===== src/rtl/vector_pkg.sv =====
// Shared vector-datapath definitions: lane geometry, serializer state encoding
// and the lane-slice helper used by the store path.
package vector_pkg;

  localparam int unsigned LANES      = 4;
  localparam int unsigned LANE_W     = 32;
  localparam int unsigned VEC_W      = LANES * LANE_W;
  localparam int unsigned LANE_IDX_W = $clog2(LANES);

  typedef enum logic [1:0] {
    ST_IDLE  = 2'd0,
    ST_WRITE = 2'd1,
    ST_DONE  = 2'd2
  } ser_state_e;

  function automatic logic [LANE_W-1:0] lane_slice(
    input logic [VEC_W-1:0]      vec,
    input logic [LANE_IDX_W-1:0] idx
  );
    return vec[idx*LANE_W +: LANE_W];
  endfunction

endpackage


===== src/rtl/next_lane_finder.sv =====
// Combinational search for the next enabled lane. With from_start_i the search
// includes lane 0; otherwise it covers lanes strictly above cur_idx_i.
module next_lane_finder #(
  parameter int unsigned LANES = 4,
  parameter int unsigned IDX_W = 2
) (
  input  logic [LANES-1:0] mask_i,
  input  logic [IDX_W-1:0] cur_idx_i,
  input  logic             from_start_i,
  output logic [IDX_W-1:0] next_idx_o,
  output logic             last_o
);

  logic found;

  always_comb begin
    found      = 1'b0;
    next_idx_o = '0;
    for (int unsigned i = 0; i < LANES; i++) begin
      if (!found && mask_i[i] && (from_start_i || (i > int'(cur_idx_i)))) begin
        found      = 1'b1;
        next_idx_o = i[IDX_W-1:0];
      end
    end
    // No enabled lane in the search range: the current lane was the last one
    // (or, when searching from the start, the mask is empty).
    last_o = !found;
  end

endmodule


===== src/rtl/vector_store_serializer.sv =====
// Serializes one captured 4-lane vector into 32-bit memory write beats, one per
// enabled lane in ascending order, then pulses done for a single cycle.
module vector_store_serializer #(
  parameter int unsigned LANES  = 4,
  parameter int unsigned LANE_W = 32,
  parameter int unsigned ADDR_W = 32
) (
  input  logic                    clk,
  input  logic                    rst,
  input  logic                    req_valid,
  output logic                    req_ready,
  input  logic [LANES*LANE_W-1:0] req_vector,
  input  logic [ADDR_W-1:0]       req_addr,
  input  logic [LANES-1:0]        req_lane_mask,
  output logic                    mem_we,
  output logic [ADDR_W-1:0]       mem_addr,
  output logic [LANE_W-1:0]       mem_wdata,
  input  logic                    mem_ack,
  output logic                    busy,
  output logic                    done
);

  import vector_pkg::*;

  localparam int unsigned IDX_W = $clog2(LANES);

  ser_state_e              state_q, state_d;
  logic [LANES*LANE_W-1:0] vec_q, vec_d;
  logic [ADDR_W-1:0]       base_q, base_d;
  logic [LANES-1:0]        mask_q, mask_d;
  logic [IDX_W-1:0]        idx_q, idx_d;

  logic [IDX_W-1:0]        first_idx, next_idx;
  logic                    mask_empty, cur_last;

  next_lane_finder #(.LANES(LANES), .IDX_W(IDX_W)) u_first (
    .mask_i       (req_lane_mask),
    .cur_idx_i    ('0),
    .from_start_i (1'b1),
    .next_idx_o   (first_idx),
    .last_o       (mask_empty)
  );

  next_lane_finder #(.LANES(LANES), .IDX_W(IDX_W)) u_next (
    .mask_i       (mask_q),
    .cur_idx_i    (idx_q),
    .from_start_i (1'b0),
    .next_idx_o   (next_idx),
    .last_o       (cur_last)
  );

  always_ff @(posedge clk or posedge rst) begin
    if (rst) begin
      state_q <= ST_IDLE;
      vec_q   <= '0;
      base_q  <= '0;
      mask_q  <= '0;
      idx_q   <= '0;
    end else begin
      state_q <= state_d;
      vec_q   <= vec_d;
      base_q  <= base_d;
      mask_q  <= mask_d;
      idx_q   <= idx_d;
    end
  end

  always_comb begin
    state_d   = state_q;
    vec_d     = vec_q;
    base_d    = base_q;
    mask_d    = mask_q;
    idx_d     = idx_q;
    req_ready = 1'b0;
    busy      = 1'b1;
    mem_we    = 1'b0;
    mem_addr  = '0;
    mem_wdata = '0;
    done      = 1'b0;

    unique case (state_q)
      ST_IDLE: begin
        req_ready = 1'b1;
        busy      = 1'b0;
        if (req_valid) begin
          vec_d   = req_vector;
          base_d  = {req_addr[ADDR_W-1:2], 2'b00};
          mask_d  = req_lane_mask;
          idx_d   = first_idx;
          state_d = mask_empty ? ST_DONE : ST_WRITE;
        end
      end
      ST_WRITE: begin
        mem_we    = 1'b1;
        mem_addr  = base_q + (ADDR_W'(idx_q) << 2);
        mem_wdata = lane_slice(vec_q, idx_q);
        if (mem_ack) begin
          if (cur_last) state_d = ST_DONE;
          else          idx_d   = next_idx;
        end
      end
      ST_DONE: begin
        done    = 1'b1;
        state_d = ST_IDLE;
      end
      default: state_d = ST_IDLE;
    endcase
  end

endmodule


===== config.mk =====
export PLATFORM = sky130hd
export DESIGN_NAME = vector_store_serializer
export DESIGN_NICKNAME = d
export VERILOG_FILES = /design/src/rtl/vector_pkg.sv /design/src/rtl/next_lane_finder.sv /design/src/rtl/vector_store_serializer.sv
export SDC_FILE = /design/constraint.sdc
export NUM_CORES = 1
export LEC_CHECK = 0
export ABC_AREA = 0
export CAP_MARGIN = 20
export CELL_PAD_IN_SITES_DETAIL_PLACEMENT = 0
export CELL_PAD_IN_SITES_GLOBAL_PLACEMENT = 1
export CORE_UTILIZATION = 35
export DETAILED_ROUTE_END_ITERATION = 16
export PLACE_DENSITY = 0.91
export REMOVE_ABC_BUFFERS = 1
export SLEW_MARGIN = 40
export SYNTH_ARGS = -nofsm -noshare
export SYNTH_HDL_FRONTEND = slang
export SYNTH_SLANG_ARGS = --single-unit

===== constraint.sdc =====
create_clock -name clk -period 7.7 [get_ports clk]
set_input_delay 1.54 -clock clk [delete_from_list [all_inputs] [get_ports clk]]
set_output_delay 1.54 -clock clk [all_outputs]
set_load 0.02 [all_outputs]

==> flow_summary.json, run 1 <==
{
  "die_x_um": 153,
  "worstPathMaxFanout": 39,
  "cts-hold-fix-buffers": 0,
  "postCtsSetupBuffers": 0,
  "cts_tree": "yes",
  "wire_per_inst_um": 14.9,
  "clk_latency_ns": 0.42,
  "gp_congestion": 0.837,
  "powerDensity_nw_per_um2": 401,
  "status": "finished, final reports clean",
  "area_growth_pct": 38.5,
  "routed_via_density": 4.71,
  "die_h_um": 153,
  "numClockSinks": 165,
  "hold_class": "reg2reg",
  "drtPass1Iterations": 4,
  "pwr-share-clk_pct": 18.7,
  "rows": 55,
  "final_common_cell": "nand2_1",
  "num_vias": 6658,
  "total_power_uw": 4460,
  "drive_gt1_share_pct": 7.43,
  "ir_drop_v": 0.000221,
  "p_sw_share_pct": 39.4,
  "avgSynthCellArea_um2": 8.82,
  "cts-resized-gates": 0,
  "p_leak_uw": 0.00525,
  "ant_nets": 0,
  "dr.first_iter.drc_count": 301,
  "port_buffers": 231,
  "ys_ff_latch": 165,
  "dp_hpwl_mm": 13.7,
  "die_area_um2": 23600,
  "yosysWarningCount": 0,
  "cts_root_buffer": "clkbuf_16",
  "p_sw_uw": 1750,
  "worstPathArrival_ns": 3.14,
  "htree_num_levels": 4,
  "grt_pass1_vias": 6792,
  "end_kind": "output pin",
  "fin_tns_setup_ns": 0,
  "start_util_pct": 35.6,
  "critical_path_class": "reg2out",
  "combPwrFrac_pct": 46.6,
  "final_area_um2": 11100,
  "cts_buffers": 17,
  "remaining_drc_errors": 0,
  "seq_area_frac_synth_pct": 51.4,
  "p_int_uw": 2700,
  "diodes": 0,
  "ys_types": 38,
  "grt_use_total_pct": 18.8,
  "grt_max_degree": 110,
  "post_synth_instance_area_um2": 8030,
  "place_area_um2": 10600,
  "path_clk_slew_ns": 0.07,
  "slew_headroom_pct": 46.3,
  "hold_violations": 0,
  "fmax_mhz": 214,
  "min_period_ns": 4.68,
  "antenna_found_initial": 0,
  "drv_slew": 0,
  "nNetsFinal": 1288,
  "grt_pass1_wl_mm": 35.1,
  "most-common-layout-cells": "484 x nand2_1, 231 x clkdlybuf4s50_1, 163 x dfrtp_1",
  "nFillCells": 2122,
  "rsz0062_at_grt": "false",
  "p_seq_share_pct": 34.7,
  "setup_violations": 0,
  "cp.required_ns": 6.16,
  "grt.overflow.total": 0,
  "fin_skew_ns": 0.00836,
  "synthCells": 910,
  "pin_count": 236,
  "routed_wl_mm": 21.1,
  "final_util_pct": 49.3,
  "worstSetupStartpointType": "flip-flop",
  "maxCapViolCount": 0,
  "tightest_slew_ns": 0.805,
  "clockBufferDepth": 2,
  "core_area_um2": 22600,
  "fin_crit_sh_pct": 60.8
}
-- flip-flops by register name, indices dropped and copies added (netlist names) --
signal,flops
state_q,2
idx_q,2
mask_q,3
vec_q,128
base_q,30
-- through the flow --
stage,worst slack (ns),hold WS (ns),std cells
6_report,3.02,0.471,1415
5_1_grt,2.78,0.487,1415
4_1_cts,2.94,0.475,1415
3_5_place_dp,3.42,0.459,1383
3_3_place_gp,3.45,0.453,1382
2_1_floorplan,1.70,0.440,859
-- power by group through the flow --
stage | logic [µW] | registers [µW] | clock network (µW)
floorplan | 1320 | 1530 | 0
detailed placement | 2100 | 1560 | 0
global route | 2300 | 1600 | 896
CTS | 2110 | 1540 | 857
global placement | 2060 | 1530 | 0
finish | 2080 | 1550 | 834
-- cell usage after synthesis --
cell type	number	area share, %
nand2_1	485	23
dfrtp_1	165	51
and2_1	36	2.8
nor2_1	35	1.6
mux4_2	32	9.0
buf_2	23	1.4
xor2_1	20	2.2
clkbuf_1	19	0.89
nand3_1	15	0.93
o21ai_0	10	0.62
nand4_1	9	0.70
buf_4	7	0.65
inv_1	7	0.33
xnor2_1	7	0.76
a21oi_1	6	0.37
and3_1	3	0.23
nor3_1	3	0.19
buf_1	2	0.094
ha_1	2	0.31
nand2b_1	2	0.16
nand4_2	2	0.31
nor2b_1	2	0.16
o31ai_1	2	0.19
or3_1	2	0.16
a31oi_1	1	0.078
and2b_1	1	0.094
and4_1	1	0.11
clkbuf_2	1	0.062
conb_1	1	0.047
fa_1	1	0.25
mux2_1	1	0.14
mux2_2	1	0.14
nand3_2	1	0.12
nor3_2	1	0.12
nor3_4	1	0.20
nor4_1	1	0.078
nor4_4	1	0.26
o21bai_1	1	0.094
-- logic make-up after synthesis --
kind of cell	Yosys count	share of synthesized area, %
xor+xnor	27	2.95
fa+ha+maj	3	0.561
simple gates	601	30.9
compound gates	20	1.36
mux	34	9.26
other cells	1	0.0467
buf+inv	59	3.46
flops	165	51.4
-- layer usage --
layer	part of all wire (%)	GRT usage, %	up-vias
li1	-	-	3293
met2	47	30.2	222
met1	44	24.8	3125
met4	1.2	5.10	0
met5	0	0	-
met3	7.5	5.47	18
-- final cells by class --
cell class,instances,area [µm²],share of cell area [%]
Clock buffer,17,425,3.83
Tap cell,285,357,3.21
Multi-Input combinational cell,687,3640,32.7
Clock inverter,15,145,1.31
Inverter,7,33.8,0.304
Timing Repair Buffer,239,2390,21.5
Sequential cell,165,4130,37.2
-- worst paths after layout --
| kind | cells after the start | startpoint | slack, ns | endpoint |
|---|---|---|---|---|
| worst max-delay path | 8 | idx_q[1]$_DFFE_PP0P_ | 3.02 | mem_addr[29] |
| worst min-delay path | 2 | vec_q[77]$_DFFE_PP0P_ | 0.47 | vec_q[77]$_DFFE_PP0P_ |
| worst max register to register | 5 | state_q[0]$_DFFE_PP0P_ | 5.33 | vec_q[95]$_DFFE_PP0P_ |
| worst min register to register | 2 | vec_q[77]$_DFFE_PP0P_ | 0.47 | vec_q[77]$_DFFE_PP0P_ |
| max in group asynchronous | 3 | rst | 5.01 | vec_q[32]$_DFFE_PP0P_ |
| min in group asynchronous | 2 | rst | 1.62 | vec_q[28]$_DFFE_PP0P_ |
-- critical path: stages (launching register included) --
cell	delay (ns)
dfrtp_2	0.37
buf_4	0.50
ha_1	0.26
a21oi_1	0.08
nor3_2	0.44
nand4_1	0.18
xor2_1	0.17
nor2_1	0.10
clkdlybuf4s50_1	0.61
(Power assumes the default switching activity.)
==> inputs of run 2 (changes only) <==
- clock period: 7.7 -> 4.51 ns (I/O delays scaled with it)
==> run 2 against run 1 <==
Clock-buffer cell count rose by 1. Setup slack worse by 2.3 ns. Sequential power increased by 70%. Global-route usage shrank 0.054 points. Critical path type unchanged. Total power increased by 71%. First-iteration DRC count is 9.0% higher. Clock power up 69%. Cell area is 0.29% higher. Register-to-register slack worse by 3.1 ns.
==> flow_summary.json, run 2 (synthesis results as in run 1) <==
{
  "reg.largest.list": "vec_q (128), base_q (30), mask_q (3)",
  "most-common-layout-cells": "484 x nand2_1, 231 x clkdlybuf4s50_1, 163 x dfrtp_1",
  "multi_input_area_um2": 3640,
  "nNetsFinal": 1290,
  "antenna_found_initial": 0,
  "largest_reg_flops": 128,
  "drtPass1Iterations": 5,
  "hold_class": "reg2reg",
  "grt.overflow.total": 0,
  "grt_pass1_vias": 6883,
  "clockBufferDepth": 2,
  "area_growth_pct": 38.9,
  "numClockSinks": 165,
  "wire_per_inst_um": 15.0,
  "pin_count": 236,
  "cp_cell_sequence": "ha_1 -> fa_1 -> nand4_2 -> nor2_1 -> nand2_1 -> xor2_1 -> nor2_1 -> clkdlybuf4s50_1",
  "die_area_um2": 23600,
  "fin_crit_sh_pct": 84.2,
  "powerDensity_nw_per_um2": 682,
  "port_buffers": 231,
  "cpMaxStageDelayCell": "clkdlybuf4s50_1",
  "drive_gt1_share_pct": 7.60,
  "clk_latency_ns": 0.41,
  "core_area_um2": 22600,
  "dr.first_iter.drc_count": 328,
  "status": "finished, final reports clean",
  "remaining_drc_errors": 0,
  "path_clk_slew_ns": 0.07,
  "end_kind": "output pin",
  "dp_hpwl_mm": 14.2,
  "die_x_um": 153,
  "num_vias": 6678,
  "grt_max_degree": 76,
  "postCtsSetupBuffers": 0,
  "critical_path_class": "reg2out",
  "nFillCells": 2160,
  "regArea_um2": 4130,
  "p_leak_uw": 0.00526,
  "cp_common_cell": "nor2_1",
  "diodes": 0,
  "total_power_uw": 7600,
  "hold_violations": 0,
  "worstPathMaxFanout": 6,
  "cts-hold-fix-buffers": 0,
  "gp_congestion": 0.839,
  "tightest_slew_ns": 0.785,
  "maxCapViolCount": 0,
  "htree_num_levels": 4,
  "cp.required_ns": 3.61,
  "rows": 55,
  "rsz0062_at_grt": "false",
  "routed_wl_mm": 21.3,
  "worstSetupStartpointType": "flip-flop",
  "final_common_cell": "nand2_1",
  "cts-resized-gates": 0,
  "grt_use_total_pct": 18.8,
  "setup_violations": 0,
  "min_period_ns": 3.80,
  "slew_headroom_pct": 47.7,
  "ir_drop_v": 0.000292,
  "fmax_mhz": 263,
  "cts_buffers": 17,
  "routed_via_density": 4.71,
  "cpPeakStageDelay_ns": 0.64,
  "worstPathArrival_ns": 2.90,
  "grt_pass1_wl_mm": 35.1,
  "die_h_um": 153,
  "cts_tree": "yes",
  "regMostFlops": "vec_q",
  "drv_slew": 0,
  "fin_tns_setup_ns": 0,
  "cts_root_buffer": "clkbuf_16",
  "start_util_pct": 35.6,
  "ant_nets": 0,
  "fin_skew_ns": 0.00748
}
[run 2: changes by cell type in the layout (fill, tap and decap cells not counted), sizes merged]
cell / change
buf: +2
inv: +3
bufinv: -1
clkbuf: +1
clkinv: -3
[run 2: final timing paths]
check | startpoint | to | slack, ns | depth (start not counted)
max in group asynchronous | rst | vec_q[83]$_DFFE_PP0P_ | 2.71 | 3
hold / removal | vec_q[77]$_DFFE_PP0P_ | vec_q[77]$_DFFE_PP0P_ | 0.47 | 2
hold reg to reg | vec_q[77]$_DFFE_PP0P_ | vec_q[77]$_DFFE_PP0P_ | 0.47 | 2
setup reg to reg | idx_q[1]$_DFFE_PP0P_ | idx_q[0]$_DFFE_PP0P_ | 2.28 | 6
min in group asynchronous | rst | vec_q[103]$_DFFE_PP0P_ | 0.95 | 2
setup / recovery | base_q[2]$_DFFE_PP0P_ | mem_addr[12] | 0.71 | 8
[run 2: final cells by class]
type                    count  share of cell area, %
flip-flops and latches    165                   37.0
multi-input cells         687                   32.6
repair buffers            241                   21.7
clock buffers              18                   3.94
well taps                 285                   3.20
clock inverters            14                   1.20
inverters                   7                  0.280
[run 2: layer usage]
| layer | GRT usage, % | vias to the layer above | part of all wire (%) |
|---|---|---|---|
| met5 | 0 | - | 0 |
| met4 | 4.14 | 0 | 0.86 |
| met3 | 5.53 | 14 | 7.0 |
| met2 | 30.6 | 202 | 47 |
| met1 | 24.7 | 3167 | 45 |
| li1 | - | 3295 | - |
[run 2: per-stage QoR]
stage / hold slack [ns] / cells / worst slack (ns) / util (%) / area, µm²
4_1_cts: 0.474 / 1417 / 0.661 / 49.4 / 11200
2_1_floorplan: 0.440 / 859 / -0.854 / - / 7780
3_3_place_gp: 0.454 / 1385 / 1.15 / 46.9 / 10600
6_report: 0.471 / 1417 / 0.712 / 49.4 / 11200
3_5_place_dp: 0.457 / 1385 / 1.13 / 46.9 / 10600
5_1_grt: 0.491 / 1417 / 0.523 / 49.4 / 11200
[run 2: power breakdown]
group	total (µW)	switching (µW)	internal, µW
Clock	1410	660	748
Sequential	2640	457	2180
Combinational	3560	1890	1660
[run 2: critical path, delay by kind of cell, from the launching register on]
family	cells	cell delay (ns)
xor gates and xnor gates	1	0.16
adders and majority gates	2	0.45
buffers and inverters	1	0.64
DFF	1	0.35
and+or+nand+nor	4	0.90
==> inputs of run 3 (changes only) <==
- CORE_UTILIZATION: 35 -> 32
- PLACE_DENSITY: 0.91 -> 0.88
- clock period: 4.51 -> 3.36 ns (I/O delays scaled with it)
==> run 3 against run 2 <==
Cell count up 3.0%. Clock-buffer cell count decreased by 1. Via count is essentially flat. Register-to-register slack got worse by 1.1 ns. Wire length up 0.82%. Hold slack improved by 0.00075 ns. Global-route usage shrank 1.8 points. Utilization is 3.2 points lower. Clock power increased by 38%. Setup slack worse by 0.56 ns.
==> flow_summary.json, run 3 (synthesis results as in run 1) <==
{
  "grt_max_degree": 90,
  "area_growth_pct": 40.9,
  "ir_drop_v": 0.000716,
  "p_seq_share_pct": 34.5,
  "fmax_mhz": 312,
  "die_h_um": 160,
  "wire_per_inst_um": 14.7,
  "p_sw_uw": 4090,
  "worstSetupStartpointType": "flip-flop",
  "slew_headroom_pct": 52.3,
  "routed_wl_mm": 21.4,
  "start_util_pct": 32.8,
  "cts_buffers": 17,
  "powerDensity_nw_per_um2": 907,
  "combPwrFrac_pct": 46.6,
  "fin_skew_ns": 0.0140,
  "setup_violations": 0,
  "critical_path_class": "reg2out",
  "antenna_found_initial": 1,
  "grt_pass1_wl_mm": 34.6,
  "status": "finished, final reports clean",
  "path_clk_slew_ns": 0.07,
  "nNetsFinal": 1293,
  "end_kind": "output pin",
  "die_x_um": 160,
  "maxCapViolCount": 0,
  "drive_gt1_share_pct": 8.37,
  "final_common_cell": "nand2_1",
  "cts_tree": "yes",
  "remaining_drc_errors": 0,
  "die_area_um2": 25700,
  "drtPass1Iterations": 5,
  "port_buffers": 231,
  "diodes": 0,
  "numClockSinks": 165,
  "cts_root_buffer": "clkbuf_16",
  "fin_crit_sh_pct": 95.4,
  "cts-hold-fix-buffers": 0,
  "grt.overflow.total": 0,
  "min_period_ns": 3.21,
  "p_leak_uw": 0.00548,
  "num_vias": 6676,
  "htree_num_levels": 4,
  "dp_hpwl_mm": 14.5,
  "clk_latency_ns": 0.42,
  "largest_reg_flops": 128,
  "grt_pass1_vias": 6689,
  "rows": 57,
  "core_area_um2": 24500,
  "dr.first_iter.drc_count": 430,
  "hold_class": "reg2reg",
  "clockBufferDepth": 2,
  "worstPathMaxFanout": 3,
  "worstPathArrival_ns": 2.54,
  "cp.required_ns": 2.69,
  "nFillCells": 2354,
  "drv_slew": 0,
  "ant_nets": 0,
  "routed_via_density": 4.58,
  "gp_congestion": 0.805,
  "tightest_slew_ns": 0.715,
  "most-common-layout-cells": "484 x nand2_1, 216 x clkdlybuf4s50_1, 163 x dfrtp_1",
  "grt_use_total_pct": 16.9,
  "pwr-share-clk_pct": 18.9,
  "hold_violations": 0,
  "reg.largest.list": "vec_q (128), base_q (30), mask_q (3)",
  "regMostFlops": "vec_q",
  "pin_count": 236,
  "p_sw_share_pct": 39.9,
  "hold_slack_ns": 0.472,
  "p_int_uw": 6160,
  "rsz0062_at_grt": "true",
  "final_util_pct": 46.2
}
run 3: cell types whose count changed in the layout (fill, tap and decap cells not counted), moves of 3 or more:
cell / previous run / this run
clkdlybuf4s50_1: 231 / 216
dlymetal6s2s_1: 0 / 10
dlygate4sd2_1: 0 / 4
clkinv_8: 1 / 4
inv_6: 7 / 4
nor2_1: 35 / 32
run 3: critical path, cell delays in order, from the launching register on:
cell and delay [ns]:
dfrtp_2 0.42, ha_1 0.23, fa_2 0.39, nand3_1 0.14, nor2_1 0.08, nand2_1 0.08, xor2_1 0.06, nor2_1 0.12
clkdlybuf4s50_1 0.62
run 3: area by class of cell:
class	count	area (µm²)	area share, %
timing repair buffer	244	2490	22.0
inverter	7	31.3	0.276
clock inverter	15	166	1.47
clock buffer	17	425	3.76
sequential	165	4130	36.5
multi-input combinational	687	3670	32.4
tap	324	405	3.58
run 3: routing by layer:
layer	global-route usage, %	share of wire (%)	up-vias	routed length [µm]
li1	-	-	3298	-
met1	22.4	46	3161	9840
met2	27.0	46	202	9840
met3	5.63	7.4	13	1590
met4	3.59	0.67	2	144
met5	0	0.061	-	13
run 3: power groups by stage:
stage               Clock (µW)  Sequential [µW]  Combinational [µW]
global route              2070             3660                5270
detailed placement           0             3570                4860
global placement             0             3530                4790
finish                    1940             3530                4780
CTS                       2000             3530                4870
floorplan                    0             3510                3020
run 3: path summary, 6_finish.rpt:
check / slack, ns / end / start / depth (start not counted)
min reg2reg: 0.47 / vec_q[101]$_DFFE_PP0P_ / vec_q[101]$_DFFE_PP0P_ / 2
min: 0.47 / vec_q[101]$_DFFE_PP0P_ / vec_q[101]$_DFFE_PP0P_ / 2
max reg2reg: 1.15 / idx_q[1]$_DFFE_PP0P_ / idx_q[1]$_DFFE_PP0P_ / 6
min in group asynchronous: 0.56 / base_q[18]$_DFFE_PP0P_ / rst / 2
max in group asynchronous: 2.02 / vec_q[50]$_DFFE_PP0P_ / rst / 3
max: 0.15 / mem_addr[8] / idx_q[0]$_DFFE_PP0P_ / 8
run 3: through the flow:
step / TNS (ns) / power [µW] / area (µm²) / setup slack, ns / instances
2_1_floorplan: -380.61 / 6530 / 7780 / -1.77 / 859
3_3_place_gp: 0 / 8320 / 10700 / 0.295 / 1426
3_5_place_dp: 0 / 8420 / 10700 / 0.258 / 1426
4_1_cts: -0.0513 / 10400 / 11300 / -0.0392 / 1458
5_1_grt: -0.00428 / 11000 / 11300 / -0.00428 / 1459
6_report: 0 / 10300 / 11300 / 0.153 / 1459
run 3: repair_timing:
item	4_1_cts	5_1_grt
gates resized for setup	9	16
buffers inserted	0	1
pin swaps	0	1
setup endpoints to repair	18	19
==> variant: new RTL, settings of run 3 <==
The parameter `ADDR_W` goes from 32 to 64.
--- a/src/rtl/vector_store_serializer.sv
+++ b/src/rtl/vector_store_serializer.sv
@@ -5,3 +5,3 @@
   parameter int unsigned LANE_W = 32,
-  parameter int unsigned ADDR_W = 32
+  parameter int unsigned ADDR_W = 64
 ) (
Ports: changed (resized mem_addr and req_addr); port bits go from 236 to 300. The function was not compared with the original's and may differ.
==> variant against run 3 <==
Die area increased by 26%; final area increased by 32%; synthesized area increased by 26%; core utilization increased by 2.1 points; total power increased by 37%; sequential cell count increased by 32; wire length increased by 38%; the flow now finishes with violations (design-rule violations, negative setup slack); worst setup slack got worse by 0.17 ns.
==> variant: results (changes against run 3) <==
The count of unique library cells instantiated by Yosys was 50 (was 38); the sum of net half-perimeters after detailed placement was 21,100 um (was 14,500 um). The run gives 8,558 (was 6,689) as the number of global-route vias before repair. The final-report setup violation count was 2 (was 0).

The launch instance of the worst register-to-register path was state_q[0] (was idx_q[1]). Most used standard cells in the synthesized netlist: sky130_fd_sc_hd__dfrtp_1 (197), sky130_fd_sc_hd__mux2_2 (183), sky130_fd_sc_hd__nor2_1 (46) (was sky130_fd_sc_hd__nand2_1 (485), sky130_fd_sc_hd__dfrtp_1 (165), sky130_fd_sc_hd__and2_1 (36)). The net count reported at finish is 1,383 (was 1,293). The first-pass GRT wire length is 46,800 um (was 34,600 um). The placement-stage worst setup slack was -0.144 ns (was 0.258 ns).

The cell family contributing the most delay on the critical path was simple AND/OR/NAND/NOR gates (was adder cells). The tools report the tightest slew margin relative to the limit as 0.602 (was 0.523). The flow ran to the end, but the final reports show violations. For the number of DRC violations after detailed routing, the log shows 21 (was 0). The run gives 1.26 ns (was 1.15 ns) as the worst reg-to-reg setup slack. The worst setup margin is -0.0212 ns (was 0.153 ns). The share of cells above drive strength 1 was 0.367 (was 0.0837).

The maximum fanout along the worst path works out to 4 (was 3). The number of inserted filler cells in the final layout was 2,755 (was 2,354). For the pin count of the biggest net entering global routing, the log shows 80 (was 90). The cell count of the worst reg-to-reg path works out to 4 (was 6). The final reports fail on design-rule violations, negative setup slack.

The critical hold path startpoint is vec_q[97] (was vec_q[101]). The met2 wire length was 14,800 um (was 9840 um); the clock network latency to the later pin of the worst-skew pair was 0.44 ns (was 0.42 ns). Leading registers by flop count: vec_q (128), base_q (62), mask_q (3) (was vec_q (128), base_q (30), mask_q (3)).

The detailed-router iteration count before antenna repair was 11 (was 5); the non-filler instance count after layout was 1,591 (was 1,459). For the routed wire length on met3, the log shows 2590 um (was 1590 um). End of the worst register-to-register path: vec_q[105] (was idx_q[1]).

The instance area after placement is 0.0139 sq mm (was 0.0107 sq mm), and the final RePlAce weighted congestion is 0.866 (was 0.805). The cell with the largest stage delay on the worst path is sky130_fd_sc_hd__or4b_4 (was sky130_fd_sc_hd__clkdlybuf4s50_1). The first-iteration detailed-routing DRC count is 465 (was 430), and the hold path depth is 1 (was 2). For the largest vdd supply drop, the log shows 0.000524 V (was 0.000716 V). For the via count, the log shows 8,003 (was 6,676). The initial antenna violation count was 3 (was 1); the wire length on met1 was 11,500 um (was 9840 um). The run gives 5.99 nW (was 5.48 nW) as the leakage dissipation.
-- variant: changes by cell type after synthesis, moves of 7 or more --
cell and change:
sky130_fd_sc_hd__nand2_1 -449, sky130_fd_sc_hd__or3_1 +21, sky130_fd_sc_hd__o21ai_0 +28, sky130_fd_sc_hd__nor2_1 +11, sky130_fd_sc_hd__a21oi_1 +29, sky130_fd_sc_hd__mux2_2 +182
sky130_fd_sc_hd__clkbuf_1 +7, sky130_fd_sc_hd__nand4_1 +13, sky130_fd_sc_hd__xnor2_1 +9, sky130_fd_sc_hd__nor4_1 +12, sky130_fd_sc_hd__dfrtp_1 +32, sky130_fd_sc_hd__inv_1 +11
-- variant: cell families after synthesis --
family	Yosys count	share of synthesized area
xor gates and xnor gates	31	0.0268
DFF	197	0.486
AOI/OAI and AO/OA	84	0.0447
buffers and inverters	69	0.0294
adders and majority gates	3	0.00444
muxes	216	0.275
and+or+nand+nor	232	0.132
other	1	0.000370
-- variant: area by class of cell --
class,count,area (sq um),area share
well taps,396,495,0.0332
clock buffers,20,457,0.0306
repair buffers,377,3570,0.239
multi-input cells,569,5260,0.352
inverters,18,75.1,0.00503
flip-flops and latches,197,4930,0.330
clock inverters,12,143,0.00955
diodes,2,5.00,0.000335
-- variant: worst max-delay path by stage --
stage,from,end,slack (ns),depth (start not counted)
after global routing,idx_q[1],mem_addr[21],-0.14,9
after floorplan,state_q[0],base_q[10],-2.77,3
final,base_q[2],mem_addr[34],-0.02,10
after global placement,idx_q[0],mem_addr[58],-0.14,9
after detailed placement,base_q[2],mem_addr[56],-0.14,9
after CTS,idx_q[1],mem_addr[31],-0.11,9
-- variant: through the flow --
| stage | TNS, ns | utilization | hold slack (ns) |
|---|---|---|---|
| after floorplan | -1091.03 | - | 0.468 |
| after global routing | -1.05 | 0.483 | 0.519 |
| after global placement | -0.969 | 0.449 | 0.482 |
| after CTS | -0.181 | 0.473 | 0.508 |
| final | -0.0221 | 0.483 | 0.502 |
| after detailed placement | -1.18 | 0.449 | 0.492 |
-- variant: power by group --
| part | internal [W] | total [W] | switching, W |
|---|---|---|---|
| combinational | 0.00391 | 0.00751 | 0.00360 |
| clock | 0.00116 | 0.00213 | 0.000971 |
| sequential | 0.00360 | 0.00444 | 0.000837 |
-- variant: what timing repair did --
| item | in CTS | in global routing |
|---|---|---|
| hold buffers | 0 | 0 |
| resized for setup | 194 | 85 |
| pin swaps | 11 | 26 |
| cloned | 1 | 0 |
| endpoints found under the setup margin | 86 | 75 |
| buffers inserted | 7 | 16 |
-- variant: per-layer routing --
| layer | vias up | track usage |
|---|---|---|
| li1 | 3708 | - |
| met1 | 3983 | 0.213 |
| met2 | 281 | 0.318 |
| met3 | 29 | 0.0634 |
| met4 | 2 | 0.0669 |
| met5 | - | 0 |
